File: src/rtl/fir_out_buffer.sv
// Output buffer for the FIR stream: fixed-ratio decimation, FWFT FIFO, sticky overflow.
// Optional macro FIR_OUT_BUF_OVF_CNT_EN adds a saturating dropped-sample counter port.
module fir_out_buffer #(
    parameter int unsigned DATA_WIDTH = 16,
    parameter int unsigned DEPTH      = 16,
    parameter int unsigned DECIM      = 4
) (
    input  logic                           clk,
    input  logic                           rst,
    input  logic                           in_valid,
    input  logic [DATA_WIDTH-1:0]          in_sample,
    input  logic                           flush,
    output logic                           out_valid,
    input  logic                           out_ready,
    output logic [DATA_WIDTH-1:0]          out_sample,
    output logic [$clog2(DEPTH+1)-1:0]     level,
    output logic                           overflow
`ifdef FIR_OUT_BUF_OVF_CNT_EN
    ,
    output logic [15:0]                    ovf_count
`endif
);

    localparam int unsigned PTR_W = $clog2(DEPTH);
    localparam int unsigned LVL_W = $clog2(DEPTH + 1);
    localparam int unsigned PH_W  = (DECIM > 1) ? $clog2(DECIM) : 1;

    logic [DATA_WIDTH-1:0] mem_q [DEPTH];
    logic [PTR_W-1:0]      wr_ptr_q, wr_ptr_d;
    logic [PTR_W-1:0]      rd_ptr_q, rd_ptr_d;
    logic [LVL_W-1:0]      level_q, level_d;
    logic [PH_W-1:0]       phase_q, phase_d;
    logic                  overflow_q, overflow_d;
    logic                  out_valid_q, out_valid_d;
    logic [DATA_WIDTH-1:0] head_q, head_d;
    logic [15:0]           ovf_cnt_q, ovf_cnt_d;

    logic kept_c, full_c, pop_c, push_c, drop_c, we_c;

    // Handshake qualifiers; full/empty come from level, never from pointer compare
    assign kept_c = in_valid && (phase_q == '0);
    assign full_c = (level_q == LVL_W'(DEPTH));
    assign pop_c  = (level_q != '0) && out_ready;
    assign push_c = kept_c && (!full_c || pop_c);
    assign drop_c = kept_c && full_c && !pop_c;

    always_comb begin
        phase_d     = phase_q;
        wr_ptr_d    = wr_ptr_q;
        rd_ptr_d    = rd_ptr_q;
        level_d     = level_q;
        overflow_d  = overflow_q;
        ovf_cnt_d   = ovf_cnt_q;
        we_c        = 1'b0;
        out_valid_d = 1'b0;
        head_d      = '0;

        if (flush) begin
            phase_d    = '0;
            wr_ptr_d   = '0;
            rd_ptr_d   = '0;
            level_d    = '0;
            overflow_d = 1'b0;
            ovf_cnt_d  = '0;
        end else begin
            if (in_valid) begin
                phase_d = (phase_q == PH_W'(DECIM - 1)) ? '0 : phase_q + PH_W'(1);
            end
            we_c = push_c;
            if (push_c) begin
                wr_ptr_d = wr_ptr_q + PTR_W'(1);
            end
            if (pop_c) begin
                rd_ptr_d = rd_ptr_q + PTR_W'(1);
            end
            if (push_c && !pop_c) begin
                level_d = level_q + LVL_W'(1);
            end else if (!push_c && pop_c) begin
                level_d = level_q - LVL_W'(1);
            end
            if (drop_c) begin
                overflow_d = 1'b1;
                if (ovf_cnt_q != 16'hFFFF) begin
                    ovf_cnt_d = ovf_cnt_q + 16'd1;
                end
            end
        end

        // Registered head: the entry being written this cycle becomes head if the queue was empty
        out_valid_d = (level_d != '0);
        if (out_valid_d) begin
            head_d = (we_c && (wr_ptr_q == rd_ptr_d)) ? in_sample : mem_q[rd_ptr_d];
        end
    end

    always_ff @(posedge clk or negedge rst) begin
        if (!rst) begin
            wr_ptr_q    <= '0;
            rd_ptr_q    <= '0;
            level_q     <= '0;
            phase_q     <= '0;
            overflow_q  <= 1'b0;
            ovf_cnt_q   <= '0;
            out_valid_q <= 1'b0;
            head_q      <= '0;
        end else begin
            wr_ptr_q    <= wr_ptr_d;
            rd_ptr_q    <= rd_ptr_d;
            level_q     <= level_d;
            phase_q     <= phase_d;
            overflow_q  <= overflow_d;
            ovf_cnt_q   <= ovf_cnt_d;
            out_valid_q <= out_valid_d;
            head_q      <= head_d;
        end
    end

    // Storage is deliberately left out of reset
    always_ff @(posedge clk) begin
        if (we_c) begin
            mem_q[wr_ptr_q] <= in_sample;
        end
    end

    assign out_valid  = out_valid_q;
    assign out_sample = head_q;
    assign level      = level_q;
    assign overflow   = overflow_q;

`ifdef FIR_OUT_BUF_OVF_CNT_EN
    assign ovf_count = ovf_cnt_q;
`else
    logic unused_cnt_c;
    assign unused_cnt_c = ^ovf_cnt_q;
`endif

endmodule

File: config.mk
export PLATFORM = sky130hd
export DESIGN_NAME = fir_out_buffer
export DESIGN_NICKNAME = d
export VERILOG_FILES = /design/src/rtl/fir_out_buffer.sv
export SDC_FILE = /design/constraint.sdc
export NUM_CORES = 1
export LEC_CHECK = 0
export ABC_AREA = 1
export ABC_CLOCK_PERIOD_IN_PS = 4000
export CORE_ASPECT_RATIO = 1.75
export CORE_UTILIZATION = 55
export CTS_CLUSTER_SIZE = 24
export DETAILED_ROUTE_END_ITERATION = 6
export PLACE_DENSITY = 0.73
export SYNTH_ARGS = -nofsm -noshare
export SYNTH_HDL_FRONTEND = slang
export SYNTH_SLANG_ARGS = --single-unit
File: constraint.sdc
create_clock -name clk -period 4 [get_ports clk]
set_input_delay 0.8 -clock clk [delete_from_list [all_inputs] [get_ports clk]]
set_output_delay 0.8 -clock clk [all_outputs]
set_load 0.005 [all_outputs]
**Yosys cells after proc, flatten, opt, wreduce, memory -nomap -nowiden**

Memories as Yosys holds them, arrays and structs flattened.
Cells that the tools add are included.

- Eq/ne operators: 3
- $add $sub $neg: 5
- Muxes and demuxes: 17
- Multiply operators: 0
- Div/mod/pow operators: 0
- Magnitude comparators: 0
- Bitwise logic cells: 0
- Shift-type cells: 0
- Reductions and logical operators: 18

Operator list:

| cell | count |
|---|---|
| 16-bit two-way mux | 2 |
| 4-bit two-way mux | 4 |
| 5-bit two-way mux | 3 |
| 5-bit nonzero test | 2 |
| 4-bit by 1-bit adder with 4-bit output (second input constant) | 2 |
| 1-bit logical AND | 8 |
| 2-bit two-way mux | 3 |
| 2-bit nonzero test | 3 |
| 5-bit by 1-bit adder with 5-bit output (second input constant) | 1 |
| 5-bit == test (second input constant) | 1 |
| 1-bit two-way mux | 5 |
| 5-bit by 1-bit subtractor with 5-bit output (second input constant) | 1 |
| 4-bit == test | 1 |
| 1-bit zero test | 3 |
| 2-bit by 1-bit adder with 2-bit output (second input constant) | 1 |
| 2-bit == test (second input constant) | 1 |
| 2-bit zero test | 1 |
| 1-bit logical OR | 1 |

- Memories: 1
- Logic and storage cells: 51
- Output and inout bits: 23
- Register bits after elaboration: 33
- Memory bits (read-only): 0
- Memory bits (writable): 256
- Bits in latches: 0

Memories:

| name | depth | bits a word | read ports | clocked after Yosys merged registers in | wr ports | RTL line | RTL |
|---|---|---|---|---|---|---|---|
| mem_q | 16 | 16 | 1 | 0 | 1 | 28 | `logic [DATA_WIDTH-1:0] mem_q [DEPTH];` |

**Longest topological paths before layout**

Gate-level depths: netlist of run 1.

- Depth after elaboration: 11
- Depth in mapped cells: 17
- Depth with buffers taken out: 16

**Worst setup path before layout of run 1**

OpenSTA, ideal clock, no wires.

- Path kind: input -> register
- From: input port in_valid
- To: memory mem_q[5][0], enable pin
- Library setup time: 0.409 ns
- Buffers on the path: 0
- Required time: 3.591 ns
- Arrival time: 2.442 ns
- Cell stages on the path: 6
- Slack: 1.148 ns
- Cell sequence: nand2_1 -> inv_1 -> nand2_2 -> nor2_2 -> inv_1 -> nor3_1

- Word-level cells in the longest chain between the ends: 5

Ends and longest elaborated chain:

| item | RTL line | RTL |
|---|---|---|
| start: declaration | 10 | `input logic in_valid,` |
| 1-bit logical AND | 41 | `assign kept_c = in_valid && (phase_q == '0);` |
| 1-bit logical AND | 44 | `assign push_c = kept_c && (!full_c \|\| pop_c);` |
| 1-bit two-way mux | 58 | `if (flush) begin` |
| 1-bit two-way mux | 120 | `if (we_c) begin` |
| 1-bit two-way mux (not written as such) | 121 | `mem_q[wr_ptr_q] <= in_sample;` |
| end: declaration | 28 |  |

No other way between the ends.

**Worst setup path after layout of run 1**

- From: register level_q[0] (netlist: level[0])
- To: register head_q[10] (netlist: out_sample[10])

- Word-level cells in the longest chain between the ends: 11

Ends and longest elaborated chain:

| item | RTL line | RTL |
|---|---|---|
| start: declaration | 31 | `logic [LVL_W-1:0] level_q, level_d;` |
| start signal: assignment | 109 | `level_q <= level_d;` |
| parallel branches: the longest is 10 deep, another holds memory 16 x 16 bit | - |  |
| 16-bit two-way mux (*) | 91 | `if (out_valid_d) begin` |
| named net head_d[10] | 35 | `logic [DATA_WIDTH-1:0] head_q, head_d;` |
| end signal: assignment | 105 | `head_q <= '0;` |
| end signal: assignment | 114 | `head_q <= head_d;` |
| end: declaration | 35 |  |

Mark *: on every way through the listed nets, which the timed path passes.
A chain may end at the register's enable or synchronous reset.

==> out/results.txt, run 1 <==
data arrival time of the critical path: 3.35 ns
global route overflow: 0
effective utilization at floorplan: 55.7%
critical path type: reg -> reg
clock network fraction of total power: 29.8%
number of hold-slack violations in the final timing report: 0
fraction of final layout cells with drive strength greater than 1: 11.6%
Placed Cells: 1399
vias in the first global route: 9005
Power Total: 0.00772 W
status: completed
horizontal die dimension: 117 µm
Hold Path Class: reg -> reg
dpl hpwl: 19000 µm
Layout Area Growth over Synthesis: 13.0%
via density per instance: 6.34
maximum number of pins on one net before global-route repair: 129
crit share post-route: 71.9%
Max Cap Violations: 0
count of vias placed by the detailed router: 9154
Fmax: 0.348 GHz
sequential fraction of the synthesis area: 67.5%
clock period minus worst slack: 2.88 ns
antenna fix cells: 0
Clock transition at path regs: 0.07 ns
Net Count, Synth: 1132
Sequential cell area: 0.00851 mm²
Rel. slew slack: 48.9%
TritonCTS clock tree: built
final setup TNS: 0 ns
clk buf depth: 3
met1 Usage GRT: 34.6%
Combinational Power Share: 25.1%
proportion of register bits with asynchronous set or reset after synthesis: 11.4%
# setup viols final: 0
Layout Cells excl Fill: 1443
number of ports placed on the die boundary: 44
grt met3 use: 5.13%
global-route track usage on met2: 48.2%
Initial DRT Pass Iterations: 6
clock buffers created by TritonCTS: 25
number of distinct standard cells referenced by the synthesized netlist: 31
Final Net Count: 1156
Total Die Area: 0.0236 mm²
total of flip-flops plus latches after synthesis: 289
Total Routed Length: 33200 µm
worst-skew pair later-pin latency: 0.54 ns
setup fix buffers added after clock tree synthesis: 0
path depth of the worst reg2reg path: 13
Worst setup EP type: flip-flop
number of sinks handled by clock tree synthesis: 289
part of the power in registers: 45.1%
LEAKAGE: 5.21 nW
design internal power: 0.00531 W
initial antenna violation count: 0
port buffer count: 43
post-route antenna net violation count: 0
die boundary height: 202 µm
reg-to-reg slack, setup: 1.12 ns
area taken by multi-input logic gates: 0.00360 mm²
maximum net fanout on the critical path: 32
startpoint type of the worst setup path: flip-flop
Worst R2R End: out_sample[10]$_DFF_PN0_
power density relative to cell area: 541 mW/mm²
switch share: 31.2%
worst hold path endpoint: overflow$_DFFE_PN0P_
worst vdd ir: 0.355 mV
net switching power: 0.00241 W
GRT Resource Usage Total: 29.1%
netlist area before placement: 0.0126 mm²
Hold-fix buffers, CTS: 0
total count of max-transition violations in the final report: 0
detail-routed net length per standard cell: 23.0 µm
area of the core: 0.0227 mm²
r2r startpoint: level[0]$_DFF_PN0_
Clock H-tree levels: 1
number of DRC markers after the initial detailed-route iteration: 1052
most frequently used flop master after synthesis: edfxtp_1
global routing's busiest layer: met2
hold path startpoint: overflow$_DFFE_PN0P_
transition time at the pin with the least slew margin: 0.765 ns
Post-Syn Instances: 1102
skew final: 0.0244 ns
Req. time, crit path: 4.47 ns
post-cts gate resize count: 0
clk root buf: clkbuf_16
Placement Rows: 73
post-synthesis area per instance: 11.5 µm²
routability-driven placement congestion ratio: 0.849
first-pass GRT wire length: 50300 µm
Fillers: 1729
Hold Path Depth: 2
setup repair after global routing missed its margin: no
total DRC errors in the routed layout: 0
Yosys warning total: 0
count of flip-flops with a built-in enable after synthesis: 256
sequential cells by signal, summed over array words and instances (netlist names):
register and count:
mem_q 256, level 5, rd_ptr_q 4, phase_q 2, overflow 1, out_sample 16, out_valid 1, wr_ptr_q 4
cells in the mapped netlist, types with 4 or more instances:
master / count / share of area (%)
dfrtp_1: 33 / 6.5
nor2_1: 18 / 0.54
buf_1: 6 / 0.18
nand2_2: 4 / 0.20
inv_2: 6 / 0.18
ha_1: 9 / 0.89
a21oi_1: 7 / 0.28
o21ai_0: 10 / 0.40
nand3_1: 239 / 9.5
clkbuf_1: 26 / 0.77
nor2_2: 5 / 0.25
a21oi_2: 10 / 0.69
nor3_1: 9 / 0.36
edfxtp_1: 256 / 61
nand2_1: 204 / 6.1
buf_2: 47 / 1.9
nand4_1: 144 / 7.1
inv_1: 42 / 1.2
buf_4: 5 / 0.30
worst max-delay path: stages (launching register included):
cell and delay [ns]:
dfrtp_1 0.45, inv_1 0.11, ha_1 0.25, nand3_2 0.17
nand2_4 0.16, nand2_4 0.25, nand3_4 0.31, buf_4 0.38
nand2_1 0.11, nand3_1 0.09, nand3_1 0.12, nand3_1 0.12
nand2_1 0.14, a21oi_2 0.16
routing by layer:
metal / vias up / routed length (µm)
met5: - / 0
met4: 0 / 2140
met3: 133 / 2810
met2: 535 / 16600
met1: 4392 / 11700
li1: 4094 / -
cell families after synthesis:
kind of cell               after synthesis  share of synthesized area (%)
DFF                                    289                           67.5
xor gates and xnor gates                 6                          0.417
adders and majority gates                9                          0.892
AOI/OAI and AO/OA                       30                           1.59
and+or+nand+nor                        632                           24.9
buffers and inverters                  136                           4.78
how the worst max path moves through the flow:
stage	from	endpoint	slack, ns	cells past startpoint
final	level[0]$_DFF_PN0_	out_sample[10]$_DFF_PN0_	1.12	13
after CTS	level[0]$_DFF_PN0_	out_sample[10]$_DFF_PN0_	1.13	13
after global placement	out_ready	mem_q[13][0]$_DFFE_PP_	0.68	8
after floorplan	in_valid	mem_q[5][0]$_DFFE_PP_	1.15	6
after detailed placement	out_ready	out_sample[10]$_DFF_PN0_	0.66	11
after global routing	level[0]$_DFF_PN0_	out_sample[15]$_DFF_PN0_	0.86	13
layout make-up:
class,count,share of cell area [%]
timing repair buffer,83,5.65
sequential,289,59.7
multi-input combinational,677,25.2
clock inverter,10,0.369
clock buffer,34,5.05
tap,300,2.63
inverter,50,1.33
power by group through the flow:
stage	Clock (W)	Sequential (W)	Combinational, W
6_report	0.00230	0.00348	0.00194
5_1_grt	0.00243	0.00349	0.00213
3_3_place_gp	0	0.00354	0.00187
3_5_place_dp	0	0.00354	0.00191
2_1_floorplan	0	0.00352	0.00123
4_1_cts	0.00231	0.00348	0.00192
per-stage QoR:
| stage | hold WS (ns) | area [µm²] | util (%) | setup slack, ns |
|---|---|---|---|---|
| floorplan | 0.486 | 12600 | - | 1.15 |
| global placement | 0.487 | 13500 | 59.5 | 0.677 |
| detailed placement | 0.495 | 13500 | 59.5 | 0.659 |
| CTS | 0.510 | 14300 | 62.9 | 1.13 |
| global route | 0.531 | 14300 | 62.9 | 0.857 |
| finish | 0.505 | 14300 | 62.9 | 1.12 |
placed cells by master (no fill, tap or decap), drive strengths merged:
| cell | n |
|---|---|
| nand4 | 144 |
| clkbuf | 34 |
| clkinv | 9 |
| buf | 40 |
| xor2 | 3 |
| a31oi | 1 |
| nor3 | 9 |
| nor2 | 24 |
| clkdlybuf4s50 | 43 |
| a21oi | 18 |
| or2 | 1 |
| xnor2 | 3 |
| o21ai | 11 |
| edfxtp | 256 |
| dfrtp | 33 |
| inv | 51 |
| nand3 | 244 |
| ha | 9 |
| nand2 | 210 |
Note: power is estimated with default switching activity, not from simulation.
==> run 2: changes to the inputs <==
ABC_CLOCK_PERIOD_IN_PS = 3000   (was 4000)
clock period = 3 ns   (was 4 ns; I/O delays follow)
==> out/results.txt, run 2 (synthesis gave the netlist of run 1 again) <==
max reg flops: 256
total DRC errors in the routed layout: 0
Req. time, crit path: 3.46 ns
skew final: 0.0108 ns
GRT Resource Usage Total: 29.8%
die boundary height: 202 µm
Layout Area Growth over Synthesis: 15.9%
Fmax: 0.402 GHz
r2r startpoint: level[0]$_DFF_PN0_
first-pass GRT wire length: 51600 µm
worst-skew pair later-pin latency: 0.53 ns
crit share post-route: 83.0%
placed inst area: 0.0138 mm²
Worst setup EP type: flip-flop
clock buffers created by TritonCTS: 25
commonest non-fill, non-tap cells in the layout: edfxtp_1, nand3_1, nand2_1, nand4_1, clkdlybuf4s50_1
clock network fraction of total power: 29.6%
setup repair after global routing missed its margin: no
detail-routed net length per standard cell: 23.1 µm
critical path type: reg -> reg
startpoint type of the worst setup path: flip-flop
Combinational Power Share: 26.3%
count of vias placed by the detailed router: 9250
horizontal die dimension: 117 µm
grt met3 use: 3.09%
slowest stage cell on the critical path: buf_12
clk root buf: clkbuf_16
number of ports placed on the die boundary: 44
post-cts gate resize count: 0
Max Cap Violations: 0
worst hold slack across all endpoints: 0.446 ns
leading cell type in the layout, fill and taps excluded: edfxtp_1
via density per instance: 6.34
Initial DRT Pass Iterations: 5
dpl hpwl: 19400 µm
worst vdd ir: 0.387 mV
part of the power in registers: 44.1%
power density relative to cell area: 720 mW/mm²
global routing's busiest layer: met2
Hold Path Class: in -> async
register with the most flip-flops: mem_q
LEAKAGE: 5.34 nW
Clock transition at path regs: 0.07 ns
Finished Cell Area: 0.0146 mm²
Placed Cells: 1413
setup fix buffers added after clock tree synthesis: 0
Final Net Count: 1170
met1 Usage GRT: 38.1%
crit-path cells: inv_1, ha_1, nand3_2, nand3_4, buf_12, nand4_1, nand3_1, nand3_1, nand3_1, nand2_1, a21oi_2
area of the core: 0.0227 mm²
number of sinks handled by clock tree synthesis: 289
Total Routed Length: 33700 µm
Placement Rows: 73
Clock H-tree levels: 1
switch share: 30.7%
status: completed
maximum number of pins on one net before global-route repair: 129
clock period minus worst slack: 2.49 ns
port buffer count: 43
final setup TNS: 0 ns
fraction of final layout cells with drive strength greater than 1: 12.3%
Hold-fix buffers, CTS: 0
worst setup path startpoint: level[0]$_DFF_PN0_
design internal power: 0.00729 W
Layout Cells excl Fill: 1458
total count of max-transition violations in the final report: 0
post-route antenna net violation count: 0
global route overflow: 0
Total Die Area: 0.0236 mm²
routability-driven placement congestion ratio: 0.839
global-route track usage on met2: 48.9%
cell type with the highest occurrence count on the critical path: nand3_1
sum of buffers and inverters on the critical path: 2
Rel. slew slack: 56.1%
net switching power: 0.00323 W
antenna fix cells: 0
cell class contributing the biggest share of worst-path delay: simple AND/OR/NAND/NOR gates
number of hold-slack violations in the final timing report: 0
number of DRC markers after the initial detailed-route iteration: 1216
Max stage delay on crit path: 0.46 ns
clk buf depth: 3
vias in the first global route: 8849
maximum net fanout on the critical path: 128
initial antenna violation count: 0
# setup viols final: 0
effective utilization at floorplan: 55.7%
transition time at the pin with the least slew margin: 0.656 ns
data arrival time of the critical path: 2.95 ns
TritonCTS clock tree: built
[run 2: worst paths after layout]
path / to / slack (ns) / cells past startpoint
min: level[4]$_DFF_PN0_ / 0.45 / 1
max: out_sample[10]$_DFF_PN0_ / 0.51 / 11
min reg2reg: overflow$_DFFE_PN0P_ / 0.53 / 2
min in group clk: overflow$_DFFE_PN0P_ / 0.53 / 2
max in group asynchronous: out_sample[9]$_DFF_PN0_ / 1.91 / 2
max reg2reg: out_sample[10]$_DFF_PN0_ / 0.51 / 11
[run 2: power by group through the flow]
stage | sequential [W] | clock (W) | combinational (W)
floorplan | 0.00470 | 0 | 0.00164
CTS | 0.00464 | 0.00313 | 0.00274
global route | 0.00465 | 0.00328 | 0.00301
global placement | 0.00473 | 0 | 0.00268
detailed placement | 0.00472 | 0 | 0.00273
finish | 0.00464 | 0.00311 | 0.00277
[run 2: layer usage]
layer	vias up	routed length, µm
met5	-	0
met4	0	1890
met3	101	2690
met2	563	17100
met1	4473	12000
li1	4113	-
[run 2: layout make-up]
cell class                      count  area [µm²]
Sequential cell                   289        8510
Fill cell                        1725        8030
Multi-Input combinational cell    677        3600
Timing Repair Buffer               97        1160
Clock buffer                       35         673
Tap cell                          300         375
Inverter                           50         190
Clock inverter                     10         108
[run 2: stage by stage]
| stage | worst slack, ns | power [W] | utilization, % |
|---|---|---|---|
| 3_3_place_gp | 0.278 | 0.00741 | 61.1 |
| 4_1_cts | 0.541 | 0.0105 | 64.5 |
| 5_1_grt | 0.235 | 0.0109 | 64.5 |
| 2_1_floorplan | 0.212 | 0.00633 | - |
| 3_5_place_dp | 0.251 | 0.00745 | 61.1 |
| 6_report | 0.511 | 0.0105 | 64.5 |
